--- config.mk ---
export PLATFORM = sky130hd
export DESIGN_NAME = myadder1_packet_summer
export DESIGN_NICKNAME = d
export VERILOG_FILES = /design/src/rtl/myadder1_packet_summer.sv
export SDC_FILE = /design/constraint.sdc
export NUM_CORES = 2
export LEC_CHECK = 0
export CAP_MARGIN = 20
export CORE_AREA = 2 2 448 450
export CTS_CLUSTER_DIAMETER = 100
export DETAILED_ROUTE_END_ITERATION = 16
export DIE_AREA = 0 0 450 452
export HOLD_SLACK_MARGIN = 0.15
export PLACE_DENSITY_LB_ADDON = 0.25
export RECOVER_POWER = 100
export SYNTH_ARGS = -nofsm -noshare
export SYNTH_HDL_FRONTEND = slang
export SYNTH_SLANG_ARGS = --single-unit
--- constraint.sdc ---
create_clock -name s_axis_aclk -period 23.2 [get_ports s_axis_aclk]
set_clock_uncertainty 0.05 [all_clocks]
set_input_delay 4.64 -clock s_axis_aclk [delete_from_list [all_inputs] [get_ports s_axis_aclk]]
set_output_delay 4.64 -clock s_axis_aclk [all_outputs]
set_load 0.05 [all_outputs]
--- src/rtl/myadder1_packet_summer.sv ---
// -----------------------------------------------------------------------------
// myadder1_packet_summer
//
// Reduces each tlast-delimited packet of 32-bit adder results into a single
// summary beat. The summary carries the 64-bit modular sum of every fully kept
// lane and, optionally, the packet's beat count.
//
// Optional feature macro: MYADDER1_SUMMER_BEATCNT_EN
//   defined   -> saturating 32-bit beat counter, placed in
//                m_axis_tdata[C_SUM_WIDTH+31:C_SUM_WIDTH]
//   undefined -> no counter logic, those bits are driven 0
//
// Handshake (both sides): a beat transfers on a rising edge where
// tvalid & tready are both 1. A master keeps tvalid and its payload stable
// until the transfer happens. tready may depend on internal state only.
//
// Ports
//   s_axis_aclk     in   sole clock, rising edge
//   s_axis_areset   in   asynchronous active-high reset
//   s_axis_tvalid   in   input beat valid
//   s_axis_tready   out  input ready (registered state only)
//   s_axis_tdata    in   C_AXIS_TDATA_WIDTH lanes of adder results
//   s_axis_tkeep    in   byte keep
//   s_axis_tlast    in   last beat of packet
//   m_axis_tvalid   out  summary beat valid
//   m_axis_tready   in   downstream ready
//   m_axis_tdata    out  {0, count, sum}
//   m_axis_tkeep    out  low (C_SUM_WIDTH+32)/8 bytes kept
//   m_axis_tlast    out  1 with every summary beat
//
// Pipeline for a packet whose last beat is accepted at edge N:
//   edge N   : masked lanes captured in stage 1
//   edge N+1 : lanes folded into the accumulator, summary marked pending
//   edge N+2 : summary loaded into the output register, accumulator cleared
// The input is held off from edge N until the summary handshake, so a new
// packet never shares the accumulator with a pending summary.
// -----------------------------------------------------------------------------
module myadder1_packet_summer #(
  parameter int C_AXIS_TDATA_WIDTH = 512,
  parameter int C_ADDER_BIT_WIDTH  = 32,
  parameter int C_SUM_WIDTH        = 64
) (
  input  logic                            s_axis_aclk,
  input  logic                            s_axis_areset,
  input  logic                            s_axis_tvalid,
  output logic                            s_axis_tready,
  input  logic [C_AXIS_TDATA_WIDTH-1:0]   s_axis_tdata,
  input  logic [C_AXIS_TDATA_WIDTH/8-1:0] s_axis_tkeep,
  input  logic                            s_axis_tlast,
  output logic                            m_axis_tvalid,
  input  logic                            m_axis_tready,
  output logic [C_AXIS_TDATA_WIDTH-1:0]   m_axis_tdata,
  output logic [C_AXIS_TDATA_WIDTH/8-1:0] m_axis_tkeep,
  output logic                            m_axis_tlast
);

  localparam int NUM_LANES = C_AXIS_TDATA_WIDTH / C_ADDER_BIT_WIDTH;
  localparam int LANE_KB   = C_ADDER_BIT_WIDTH / 8;
  localparam int KEEP_W    = C_AXIS_TDATA_WIDTH / 8;
  localparam int OUT_BYTES = (C_SUM_WIDTH + 32) / 8;

  localparam logic [KEEP_W-1:0] SUMMARY_KEEP =
    {{(KEEP_W - OUT_BYTES){1'b0}}, {OUT_BYTES{1'b1}}};

  // Stage 1
  logic                          s1_valid;
  logic                          s1_last;
  logic [C_AXIS_TDATA_WIDTH-1:0] s1_lanes;

  // Stage 2
  logic [C_SUM_WIDTH-1:0]        acc;
  logic                          sum_pending;

  logic                          s_accept;
  logic [C_AXIS_TDATA_WIDTH-1:0] masked_lanes;
  logic [C_SUM_WIDTH-1:0]        acc_next;
  logic [31:0]                   cnt_field;
  logic [C_AXIS_TDATA_WIDTH-1:0] summary_data;

  // Held low from the moment a last beat is accepted until its summary has
  // been handed off downstream.
  assign s_axis_tready = ~m_axis_tvalid & ~(s1_valid & s1_last) & ~sum_pending;
  assign s_accept      = s_axis_tvalid & s_axis_tready;

  // A lane counts only when every one of its keep bits is set; partially
  // kept lanes are dropped whole.
  always_comb begin
    masked_lanes = '0;
    for (int i = 0; i < NUM_LANES; i++) begin
      if (&s_axis_tkeep[i*LANE_KB +: LANE_KB]) begin
        masked_lanes[i*C_ADDER_BIT_WIDTH +: C_ADDER_BIT_WIDTH] =
          s_axis_tdata[i*C_ADDER_BIT_WIDTH +: C_ADDER_BIT_WIDTH];
      end
    end
  end

  always_ff @(posedge s_axis_aclk or posedge s_axis_areset) begin
    if (s_axis_areset) begin
      s1_valid <= 1'b0;
      s1_last  <= 1'b0;
      s1_lanes <= '0;
    end else begin
      s1_valid <= s_accept;
      if (s_accept) begin
        s1_lanes <= masked_lanes;
        s1_last  <= s_axis_tlast;
      end
    end
  end

  // Lanes zero-extended and summed with the running total; wraps naturally.
  always_comb begin
    acc_next = acc;
    for (int i = 0; i < NUM_LANES; i++) begin
      acc_next = acc_next +
        C_SUM_WIDTH'(s1_lanes[i*C_ADDER_BIT_WIDTH +: C_ADDER_BIT_WIDTH]);
    end
  end

  // sum_pending and s1_valid are never both set: input is blocked while a
  // summary is pending, so clearing takes priority without losing a beat.
  always_ff @(posedge s_axis_aclk or posedge s_axis_areset) begin
    if (s_axis_areset) begin
      acc         <= '0;
      sum_pending <= 1'b0;
    end else begin
      sum_pending <= s1_valid & s1_last;
      if (sum_pending) begin
        acc <= '0;
      end else if (s1_valid) begin
        acc <= acc_next;
      end
    end
  end

`ifdef MYADDER1_SUMMER_BEATCNT_EN
  logic [31:0] beat_cnt;

  always_ff @(posedge s_axis_aclk or posedge s_axis_areset) begin
    if (s_axis_areset) begin
      beat_cnt <= '0;
    end else if (sum_pending) begin
      beat_cnt <= '0;
    end else if (s1_valid && (beat_cnt != 32'hFFFF_FFFF)) begin
      beat_cnt <= beat_cnt + 32'd1;
    end
  end

  assign cnt_field = beat_cnt;
`else
  assign cnt_field = '0;
`endif

  always_comb begin
    summary_data = '0;
    summary_data[C_SUM_WIDTH-1:0]           = acc;
    summary_data[C_SUM_WIDTH+31:C_SUM_WIDTH] = cnt_field;
  end

  // Output register: loaded only while empty (input is blocked otherwise),
  // held stable under backpressure.
  always_ff @(posedge s_axis_aclk or posedge s_axis_areset) begin
    if (s_axis_areset) begin
      m_axis_tvalid <= 1'b0;
      m_axis_tdata  <= '0;
      m_axis_tkeep  <= '0;
      m_axis_tlast  <= 1'b0;
    end else if (sum_pending) begin
      m_axis_tvalid <= 1'b1;
      m_axis_tdata  <= summary_data;
      m_axis_tkeep  <= SUMMARY_KEEP;
      m_axis_tlast  <= 1'b1;
    end else if (m_axis_tvalid && m_axis_tready) begin
      m_axis_tvalid <= 1'b0;
    end
  end

endmodule

==> results.py <==
metrics = {
    "synthesis": {
        "yosys.area_share.simple": 0.1117,
        "async_reset_ff_frac": 1.000,
        "netlist_area_um2": 43770,
        "yosysMostFrequentCell": "inv_1",
        "ys_seq_elements": 645,
        "synth_seq_area_share": 0.3688,
        "synth_area_leaders": "dfrtp_1 37%, fa_1 22%, buf_4 8.8%",
        "synth_compound_area_frac": 0.07081,
        "synthXorXnorAreaFrac": 0.005203,
        "synth_top_cell_by_area": "dfrtp_1",
        "ys.warnings.count": 0,
        "ys.flop_type": "dfrtp_1",
        "syn_area_per_cell_um2": 9.701,
        "synthCells": 4512,
        "yosysUniqueCellTypes": 70,
        "yosys-top-cells-count": "899 x inv_1, 645 x dfrtp_1, 530 x nand3_1",
        "synth_top_family_by_area": "adder cells",
        "synth_edf_count": 0,
        "yosys-mux-area-fraction": 0.02504,
        "synth_fa_ha_area_frac": 0.2336,
        "synth_top_area_share": 0.3688,
    },
    "power": {
        "p_leak_nw": 25.84,
        "cellPowerDensity_nw_per_um2": 126.1,
        "peakVddDrop_mv": 0.08225,
    },
    "route": {
        "firstDrtPassIters": 5,
        "wl_per_cell_um": 21.75,
        "vias_per_cell": 3.974,
        "num_vias": 31063,
        "drt-met1-wl_um": 72840,
        "wl_met3_um": 9363,
        "highest_layer": "met5",
        "ant_nets": 0,
        "drc": 0,
        "drt_iter0_drc": 2140,
        "drt_wl_total_um": 170000,
        "wl_met2_um": 82300,
    },
    "setup_path": {
        "critPathArrivalTime_ns": 15.48,
        "cp-end-kind": "register",
        "required_ns": 23.77,
        "crit_chain": "dlygate4sd3_1 -> nand2_1 -> clkinvlp_2 -> clkbuf_1 -> buf_4 -> buf_4 -> buf_4 -> buf_4 -> nand3_1 -> o21ai_0",
        "cp.buffers_inverters": 7,
        "path_class": "in2reg",
        "crit_top_cell": "buf_4",
        "cpMaxStageDelayCell": "clkbuf_1",
        "start_kind": "input pin",
        "cpPeakStageDelay_ns": 4.79,
        "crit_family": "buffers and inverters",
        "worstPathMaxFanout": 164,
    },
    "sta": {
        "min_period_ns": 14.91,
        "fin_crit_sh": 0.6427,
        "slew_violations": 827,
        "hold_viol": 0,
        "worstMarginPinSlew_ns": 6.789,
        "slew_headroom": -3.526,
        "fmax_mhz": 67.06,
        "totalNegativeSetupSlack_ns": 0,
        "setup_viol": 0,
        "rsz0062_at_grt": "no",
    },
    "clocking": {
        "cts_resized": 0,
        "cts_buffer_depth": 3,
        "htree_levels": 3,
        "cts_hold_buf": 0,
        "cts_tree": "built",
        "cts_buffers": 90,
        "cts_setup_buffers": 0,
        "clk_latency_ns": 0.72,
        "clockRootBuffer": "clkbuf_16",
        "clk_pin_slew_ns": 0.06,
        "cts_sinks": 645,
    },
    "worst_hold_path": {
        "hold_path_class": "reg2reg",
    },
    "placed_design": {
        "dp_hpwl_um": 135800,
        "io_buffers": 659,
        "place_congestion": 0.8614,
        "dp.cells": 7630,
    },
    "finish": {
        "nets": 6180,
        "areaGrowthSynthToFinish_pct": 23.58,
        "n_fill_cell": 21259,
        "fin_cells": 7816,
        "regArea_um2": 16140,
        "layout-drive-gt1-share": 0.05294,
        "multi_input_area_um2": 21300,
    },
    "grt": {
        "grt_pass1_vias": 32285,
        "grt_max_degree": 224,
        "grt_pass1_wl_um": 240300,
        "grt.total_usage": 0.1652,
        "grt_antenna_before_repair": 84,
        "gr-total-overflow": 0,
    },
    "run_status": {
        "status": "finished, violations left",
        "violations": "capacitance limit, slew limit",
    },
    "die": {
        "core.rowCount": 164,
        "pin_count": 1160,
        "die_h_um": 452,
        "die_w_um": 450,
        "start_util": 0.2204,
        "core-area_um2": 198600,
        "design.die.area_um2": 203400,
    },
    "run": {
        "maxCapViolations": 12,
    },
}
power by group:
| group | internal, mW | switching [mW] |
|---|---|---|
| registers | 1.28 | 0.0961 |
| logic | 1.38 | 2.62 |
| clock network | 0.850 | 0.595 |
layout by cell type, fill, tap and decap left out, drive strengths merged, types with 82 or more instances in the layout:
cell           Yosys  routed
nand2            360     360
nand3            530     530
o21ai            386     386
clkdlybuf4s50      0     577
dlygate4sd3        0      82
fa               477     477
conb               1     500
dfrtp            645     645
inv              900     906
clkbuf           186     133
routing by layer:
metal / GRT usage / vias up
met4: 0.05238 / 32
met5: 0 / -
met3: 0.03705 / 273
met2: 0.2723 / 876
li1: - / 14083
met1: 0.2144 / 15799
final timing paths:
check,slack [ns],end,cells past startpoint,start
worst max-delay path,8.29,s1_lanes[57]$_DFFE_PP0P_,10,s_axis_tvalid
worst min-delay path,0.42,s1_last$_DFFE_PP0P_,2,s1_last$_DFFE_PP0P_
worst max register to register,11.60,s1_lanes[57]$_DFFE_PP0P_,10,sum_pending$_DFF_PP0_
worst min register to register,0.42,s1_last$_DFFE_PP0P_,2,s1_last$_DFFE_PP0P_
max in group asynchronous,9.60,s1_lanes[506]$_DFFE_PP0P_,5,s_axis_areset
min in group asynchronous,5.75,s1_lanes[259]$_DFFE_PP0P_,2,s_axis_areset
final cells by class:
type	instances	area share
clock inverter	40	0.009808
clock buffer	122	0.04626
sequential	645	0.2984
multi-input combinational	2736	0.3938
antenna	22	0.001018
tap	2656	0.06144
timing repair buffer	695	0.1268
inverter	900	0.06250
per-stage QoR:
stage / setup slack (ns) / cell area [um2] / power [mW] / hold WS [ns] / utilization
floorplan: 0.4392 / 45640 / 4.275 / 0.3874 / -
global placement: 13.43 / 51150 / 5.436 / 0.4200 / 0.2575
detailed placement: 13.40 / 51170 / 5.410 / 0.4084 / 0.2576
CTS: 14.19 / 54200 / 6.955 / 0.4214 / 0.2729
global route: 7.319 / 54080 / 7.411 / 0.4604 / 0.2723
finish: 8.289 / 54090 / 6.821 / 0.4208 / 0.2723
flip-flops by register name, indices dropped and copies added (netlist names):
name,count
s1_lanes,512
acc,64
m_axis_tdata,64
m_axis_tlast,1
m_axis_tvalid,1
s1_last,1
s1_valid,1
sum_pending,1
worst reg2reg max path, stage by stage, from the launching register on:
cell and delay (ns):
dfrtp_1 0.72, nor3_1 0.37, nand2_1 0.27, clkinvlp_2 1.19
clkbuf_1 4.80, buf_4 1.42, buf_4 0.79, buf_4 0.91
buf_4 0.72, nand3_1 0.18, o21ai_0 0.11
cell families (layout without fill, tap and decap cells):
logic type,Yosys count,count (layout)
buffers and inverters,1630,1757
adder cells (fa/ha/maj),531,531
flip-flops,645,645
multiplexers,99,99
AO/OA/AOI/OAI,534,534
AND/OR/NAND/NOR,1046,1046
other,1,522
XOR/XNOR,26,26
(Power assumes the default switching activity.)
